<file path="src/rtl/reg_scoreboard.sv">
// Register-hazard scoreboard: per-register outstanding-write counters that gate issue in decode.
// Optional macro SCOREBOARD_WB_BYPASS_EN lets a same-cycle final writeback release dependants.
module reg_scoreboard #(
    parameter int CNT_W = 2
) (
    input  logic        Clk,
    input  logic        Clr,
    input  logic        Iss_En,
    input  logic [4:0]  Iss_Rd,
    input  logic [4:0]  Iss_Rs,
    input  logic [4:0]  Iss_Rt,
    input  logic        Use_Rs,
    input  logic        Use_Rt,
    input  logic        Wb_En,
    input  logic [4:0]  Wb_Rd,
    output logic        Stall,
    output logic [31:0] Busy,
    output logic        Err
);

    localparam logic [CNT_W-1:0] MAX = '1;

    // Entry 0 is never written with anything but zero, so r0 reads as idle everywhere.
    logic [CNT_W-1:0] cnt     [32];
    logic [CNT_W-1:0] cnt_nxt [32];

    logic pend_rs, pend_rt, full_rd;
    logic haz_rs, haz_rt, sat, acc, err_set;

    always_comb begin
        pend_rs = (cnt[Iss_Rs] != '0);
        pend_rt = (cnt[Iss_Rt] != '0);
        full_rd = (cnt[Iss_Rd] == MAX);
`ifdef SCOREBOARD_WB_BYPASS_EN
        if (Wb_En && (Wb_Rd == Iss_Rs) && (cnt[Iss_Rs] == CNT_W'(1))) pend_rs = 1'b0;
        if (Wb_En && (Wb_Rd == Iss_Rt) && (cnt[Iss_Rt] == CNT_W'(1))) pend_rt = 1'b0;
        if (Wb_En && (Wb_Rd == Iss_Rd)) full_rd = 1'b0;
`endif
    end

    assign haz_rs = Use_Rs && (Iss_Rs != 5'd0) && pend_rs;
    assign haz_rt = Use_Rt && (Iss_Rt != 5'd0) && pend_rt;
    assign sat    = (Iss_Rd != 5'd0) && full_rd;
    assign Stall  = Clr || (Iss_En && (haz_rs || haz_rt || sat));
    assign acc    = Iss_En && !Stall;

    // Simultaneous issue and retire on one register cancel out.
    always_comb begin
        cnt_nxt[0] = '0;
        for (int r = 1; r < 32; r++) begin
            cnt_nxt[r] = cnt[r];
            unique case ({acc && (Iss_Rd == 5'(r)),
                          Wb_En && (Wb_Rd == 5'(r)) && (cnt[r] != '0)})
                2'b10:   cnt_nxt[r] = cnt[r] + 1'b1;
                2'b01:   cnt_nxt[r] = cnt[r] - 1'b1;
                default: cnt_nxt[r] = cnt[r];
            endcase
        end
        err_set = Wb_En && (Wb_Rd != 5'd0) && (cnt[Wb_Rd] == '0);
    end

    always_ff @(posedge Clk) begin
        if (Clr) begin
            for (int r = 0; r < 32; r++) cnt[r] <= '0;
            Busy <= '0;
            Err  <= 1'b0;
        end else begin
            for (int r = 0; r < 32; r++) begin
                cnt[r]  <= cnt_nxt[r];
                Busy[r] <= (cnt_nxt[r] != '0);
            end
            if (err_set) Err <= 1'b1;
        end
    end

endmodule
</file>
<file path="config.mk">
export PLATFORM = sky130hd
export DESIGN_NAME = reg_scoreboard
export DESIGN_NICKNAME = d
export VERILOG_FILES = /design/src/rtl/reg_scoreboard.sv
export SDC_FILE = /design/constraint.sdc
export NUM_CORES = 1
export LEC_CHECK = 0
export ABC_CLOCK_PERIOD_IN_PS = 2500
export BUFFER_PORTS_ARGS = -buffer_cell sky130_fd_sc_hd__buf_4
export CAP_MARGIN = 20
export CORE_MARGIN = 2
export CORE_UTILIZATION = 48
export CTS_CLUSTER_SIZE = 16
export DETAILED_ROUTE_END_ITERATION = 6
export GPL_ROUTABILITY_DRIVEN = 1
export PLACE_DENSITY_LB_ADDON = 0.08
export RECOVER_POWER = 100
export SKIP_CTS_REPAIR_TIMING = 1
export SYNTH_ARGS = -nofsm -noshare
export SYNTH_HDL_FRONTEND = slang
export SYNTH_SLANG_ARGS = --single-unit
</file>
<file path="constraint.sdc">
create_clock -name Clk -period 2.5 [get_ports Clk]
set_input_delay 0.375 -clock Clk [delete_from_list [all_inputs] [get_ports Clk]]
set_output_delay 0.375 -clock Clk [all_outputs]
set_load 0.02 [all_outputs]
</file>
==> results.yml, run 1 <==
finish:
  post-route-util_pct: 70.59
  fin_cells: 958
  final_cell_mix: "136 x buf_4, 127 x nor2_1, 65 x dfxtp_1"
  fillerInstances: 967
  synthToLayoutAreaGrowth_pct: 43.00
  fin_area_mm2: 0.008479
  nNetsFinal: 863
  final_common_cell: "buf_4"
  multiInputGateArea_mm2: 0.004662
  antenna-diode-count: 0
  register_area_mm2: 0.001926
  drive_above_1_share_pct: 43.40
cts:
  cts_tree: "built"
  clk_path_buf_depth: 2
  clock-sinks: 94
  root_buffer: "clkbuf_16"
  cts_max_level: 3
  clkLatencyLatePin_ns: 0.36
  cts_buffers: 9
  cts.reportedPaths.clkPinSlew_ns: 0.07
synth:
  synth_cells: 654
  ys_seq_area_share_pct: 31.74
  synth.avg_cell_area_um2: 9.066
  synth_area_leader_cell: "dfxtp_1"
  yosysWarnings: 0
  yosys.area.top_type_share_pct: 31.74
  synthTopCellsByArea: "dfxtp_1 32%, xnor2_1 9.2%, nor2_1 8.9%"
  ys_ff_latch: 94
  ys_types: 62
  synth-async-reset-ratio_pct: 0
  ys.flop_type: "dfxtp_1"
  syn_area_mm2: 0.005929
  syn_nets: 711
  synth_edf_count: 0
placed_design:
  place.gp.congestion: 0.9782
  place_hpwl_um: 14110
  portBuffers: 58
  dp_cells: 934
  pre_cts_ws_ns: -0.5780
  dpl_cell_area_mm2: 0.007381
route:
  detail_route.drc_violations: 1
  vias: 5622
  detail_route.wl_per_cell_um: 20.42
  drt_iter0_drc: 435
  vias_per_cell: 5.868
  drt_pass1_iterations: 7
  ant_nets: 0
  routed_wl_um: 19560
outcome:
  outcome: "finished with violations"
  violations: "DRC, setup timing"
floorplan:
  die_w_um: 115.1
  rows: 40
  io_pins: 60
  core-area_mm2: 0.01201
  dieHeight_um: 115.1
  start_util_pct: 49.36
  floorplan.die_area_mm2: 0.01326
worst_setup_path:
  startpoint_type: "flop"
  end_kind: "flop"
  cp_max_fo: 7
  worstSetupPathType: "reg2reg"
  required_ns: 2.69
  cp.arrival_ns: 3.03
sta:
  relSlewSlack_pct: 36.11
  fin_crit_sh_pct: 113.7
  finalMaxSlewViolations: 0
  worstMarginPinSlew_ns: 0.9583
  finClkSkew_ns: 0.007542
  rsz0062_at_grt: "yes"
  final-hold-violation-count: 0
  finalSetupViolCount: 94
  clock.fmax_mhz: 351.9
  setup_ws_ns: -0.3413
  hold_ws_ns: 0.3726
  period_minus_slack_ns: 2.841
power:
  pwr-share-seq_pct: 44.9
  peakVddDrop_mv: 0.3794
  pwr-share-clk_pct: 40.7
  switchingPower_w: 0.0009223
  comb_power_share_pct: 14.3
  switching_share_pct: 27.53
  power.internal_w: 0.002428
  power_leakage_nw: 2.875
  power.density_mw_per_mm2: 395.2
global_route:
  antenna_found_initial: 0
  grt_pass1_vias: 5414
  grt_max_degree: 96
  grt_usage_pct: 28.73
  grt_pass1_wl_um: 28950
  grt_overflow: 0
run:
  timing.max_cap.violations: 0
min_path:
  holdCritPathClass: "in2reg"
[per-stage QoR]
| step | TNS (ns) | total power [W] |
|---|---|---|
| 6_report | -18.94 | 0.003351 |
| 5_1_grt | -31.20 | 0.003467 |
| 4_1_cts | -22.86 | 0.003289 |
| 3_5_place_dp | -43.64 | 0.001938 |
| 3_3_place_gp | -36.56 | 0.001935 |
| 2_1_floorplan | -10.17 | 0.001778 |
[cell usage after synthesis, types with 4 or more instances]
master	instances
clkbuf_8	5
nand2_1	26
xnor2_1	62
xor2_1	31
nor2_1	141
nor2b_1	5
nand3_2	8
ha_1	31
nand3_1	7
nand4b_1	9
nand4_1	15
nand2b_1	5
o211ai_1	4
a311oi_1	7
mux4_1	4
buf_6	6
a21oi_1	34
clkbuf_1	19
nor3_1	44
mux2i_1	6
dfxtp_1	94
nand3b_1	5
mux4_2	22
inv_1	7
[registers in the layout, summed over array words and instances (netlist names)]
register and count:
Err 1, Busy 31, cnt 62
[power by group through the flow]
stage                     sequential (W)  clock (W)  combinational [W]
after floorplan                  0.00155          0           0.000229
after global placement           0.00154          0           0.000392
after detailed placement         0.00154          0           0.000395
after CTS                        0.00151    0.00138           0.000397
after global routing             0.00151    0.00146           0.000503
final                            0.00151    0.00136           0.000481
[worst max-delay path, stage by stage (launching register included)]
cell	delay (ns)
dfxtp_1	0.32
nor2_1	0.31
mux4_2	0.30
mux2i_1	0.06
o211ai_1	0.25
and4_4	0.35
buf_12	0.15
nand4b_1	0.15
ha_4	0.21
xnor2_2	0.12
nor2_1	0.14
xnor2_1	0.17
a21oi_1	0.12
[metal layers]
metal / GRT usage [%] / up-vias / share of wire [%]
met2: 44.55 / 282 / 46
met3: 5.588 / 48 / 8.5
met4: 11.24 / 0 / 3.5
met5: 0 / - / 0
met1: 39.64 / 2715 / 42
li1: - / 2577 / -
[cell families (layout without fill, tap and decap cells)]
| group | Yosys count | in the layout | share of synthesized area, % |
|---|---|---|---|
| simple gates | 282 | 282 | 23.00 |
| flops | 94 | 94 | 31.74 |
| xor+xnor | 93 | 93 | 13.74 |
| compound gates | 69 | 69 | 7.871 |
| buf+inv | 49 | 206 | 5.339 |
| mux | 35 | 35 | 11.71 |
| fa+ha+maj | 31 | 31 | 6.541 |
| other cells | 1 | 1 | 0.06324 |
[final cells by class]
class,instances,area share [%]
Timing Repair Buffer,182,16.33
Inverter,8,0.3541
Sequential cell,94,22.71
Multi-Input combinational cell,511,54.98
Tap cell,147,2.169
Clock inverter,6,0.6345
Clock buffer,10,2.818
[path summary, 6_finish.rpt]
kind | startpoint | endpoint | slack (ns) | cells after the start
min | Wb_En | Err | 0.37 | 3
max reg2reg | cnt[19][0] | Busy[19] | -0.34 | 12
max | cnt[19][0] | Busy[19] | -0.34 | 12
min reg2reg | Err | Err | 0.45 | 2
Power figures use the tool's default switching activity.
==> run 2: changes to the inputs <==
--- a/config.mk
+++ b/config.mk
@@ -9,11 +9,11 @@
 export BUFFER_PORTS_ARGS = -buffer_cell sky130_fd_sc_hd__buf_4
 export CAP_MARGIN = 20
 export CORE_MARGIN = 2
-export CORE_UTILIZATION = 48
+export CORE_UTILIZATION = 54
 export CTS_CLUSTER_SIZE = 16
 export DETAILED_ROUTE_END_ITERATION = 6
 export GPL_ROUTABILITY_DRIVEN = 1
-export PLACE_DENSITY_LB_ADDON = 0.08
+export PLACE_DENSITY = 0.77
 export RECOVER_POWER = 100
 export SKIP_CTS_REPAIR_TIMING = 1
 export SYNTH_ARGS = -nofsm -noshare
==> run 2 against run 1 <==
The flow finishes with violations (setup timing). Design area fell by 2.2%. Largest power group unchanged. Worst hold slack got worse by 0.050 ns. Worst setup slack improved by 0.016 ns. Register-to-register slack improved by 0.03 ns. Global-route usage rose by 2.6 points. Final cell count fell by 0.84%. Critical path type is now reg2out. Fmax rose by 0.56%.
==> results.yml, run 2 (synthesized netlist as in run 1, its figures left out) <==
outcome:
  outcome: "finished with violations"
  violations: "setup timing"
cts:
  cts_buffers: 9
  clk_path_buf_depth: 2
  cts_tree: "built"
  clkLatencyLatePin_ns: 0.40
  cts.reportedPaths.clkPinSlew_ns: 0.10
  root_buffer: "clkbuf_8"
  cts_max_level: 3
  clock-sinks: 94
sta:
  finalMaxSlewViolations: 0
  setup_ws_ns: -0.3255
  rsz0062_at_grt: "yes"
  hold_ws_ns: 0.3223
  period_minus_slack_ns: 2.825
  relSlewSlack_pct: 57.08
  final-hold-violation-count: 0
  clock.fmax_mhz: 353.9
  finClkSkew_ns: 0.01205
  finalSetupViolCount: 93
  fin_crit_sh_pct: 113.0
  worstMarginPinSlew_ns: 0.6438
min_path:
  min_path_cells: 3
  hp-start: "Wb_En"
  hold_end: "Err"
  holdCritPathClass: "in2reg"
placed_design:
  portBuffers: 58
  place.gp.congestion: 0.9749
  place_hpwl_um: 13720
power:
  switching_share_pct: 27.71
  power.density_mw_per_mm2: 364.3
  pwr-share-clk_pct: 35.5
  power_leakage_nw: 2.808
  switchingPower_w: 0.0008369
  power.internal_w: 0.002183
  total_power_w: 0.003020
  peakVddDrop_mv: 0.4341
  pwr-share-seq_pct: 49.9
  comb_power_share_pct: 14.6
floorplan:
  rows: 38
  core-area_mm2: 0.01079
  io_pins: 60
  die_w_um: 108.8
  floorplan.die_area_mm2: 0.01183
  dieHeight_um: 108.8
  start_util_pct: 54.94
route:
  detail_route.wl_per_cell_um: 20.50
  detail_route.drc_violations: 0
  routed_wl_um: 19480
  drt_pass1_iterations: 7
  ant_nets: 0
  drt_iter0_drc: 542
  vias_per_cell: 6.066
  vias: 5763
worst_setup_path:
  startpoint_type: "flop"
  cp.arrival_ns: 2.45
  r2r_cells: 11
  cp_max_fo: 4
  worstSetupPathType: "reg2out"
  r2r-end: "Busy[29]"
  timing.reg2reg.setup_slack_ns: -0.31
  worst_r2r_startpoint: "cnt[24][0]"
  end_kind: "primary output"
  required_ns: 2.12
finish:
  reg_top3: "cnt x62, Busy x31, Err x1"
  antenna-diode-count: 0
  largest_reg_flops: 62
  nNetsFinal: 862
  top_register: "cnt"
  final_common_cell: "buf_4"
  synthToLayoutAreaGrowth_pct: 39.82
  final_cell_mix: "141 x buf_4, 124 x nor2_1, 72 x dfxtp_1"
  drive_above_1_share_pct: 42.10
global_route:
  grt_usage_pct: 31.38
  grt_pass1_wl_um: 27860
  grt_pass1_vias: 5403
  grt_overflow: 0
  antenna_found_initial: 0
  grt_max_degree: 63
run:
  timing.max_cap.violations: 0
[run 2: worst max-delay path, cell delays in order, from the launching register on]
cell	delay (ns)
dfxtp_4	0.38
buf_4	0.15
nor2_1	0.18
buf_4	0.16
a21oi_1	0.05
o221ai_1	0.22
o2111ai_2	0.19
buf_4	0.18
a31oi_1	0.28
o21ai_4	0.12
buf_6	0.15
[run 2: worst max path at each step]
stage,start,end,slack (ns),cells past startpoint
global placement,Iss_Rd[1],Busy[31],-0.53,13
global route,cnt[5][0],Busy[15],-0.43,14
CTS,cnt[5][0],Stall,-0.63,9
finish,cnt[5][0],Stall,-0.33,10
detailed placement,Iss_Rd[1],Busy[28],-0.64,13
floorplan,Iss_Rd[1],Busy[29],-0.18,14
[run 2: layout make-up]
| class | instances | area (um2) |
|---|---|---|
| clock buffer | 10 | 137.6 |
| clock inverter | 6 | 70.07 |
| fill | 740 | 2502 |
| inverter | 8 | 30.03 |
| multi-input combinational | 511 | 4639 |
| sequential | 94 | 1912 |
| tap | 140 | 175.2 |
| timing repair buffer | 181 | 1326 |
[run 2: through the flow]
stage / instance area, um2 / util, % / worst slack [ns] / setup TNS [ns] / cells
finish: 8290 / 76.81 / -0.3255 / -16.30 / 950
global route: 8290 / 76.81 / -0.4283 / -24.39 / 950
CTS: 7582 / 70.25 / -0.6316 / -20.85 / 945
detailed placement: 7375 / 68.33 / -0.6355 / -44.04 / 929
global placement: 7375 / 68.33 / -0.5296 / -37.16 / 929
floorplan: 6131 / - / -0.1820 / -10.17 / 654
[run 2: power groups by stage]
stage          clock network [W]  registers, W  logic (W)
2_1_floorplan                  0       0.00155   0.000229
3_3_place_gp                   0       0.00154   0.000370
3_5_place_dp                   0       0.00154   0.000376
4_1_cts                  0.00109       0.00151   0.000378
5_1_grt                  0.00114       0.00151   0.000459
6_report                 0.00107       0.00151   0.000440
[run 2: metal layers]
| layer | vias up | routed length [um] | GRT usage [%] |
|---|---|---|---|
| met2 | 354 | 9172 | 50.54 |
| met4 | 0 | 880 | 13.92 |
| met1 | 2770 | 7462 | 41.00 |
| li1 | 2564 | - | - |
| met3 | 75 | 1964 | 5.977 |
| met5 | - | 0 | 0 |
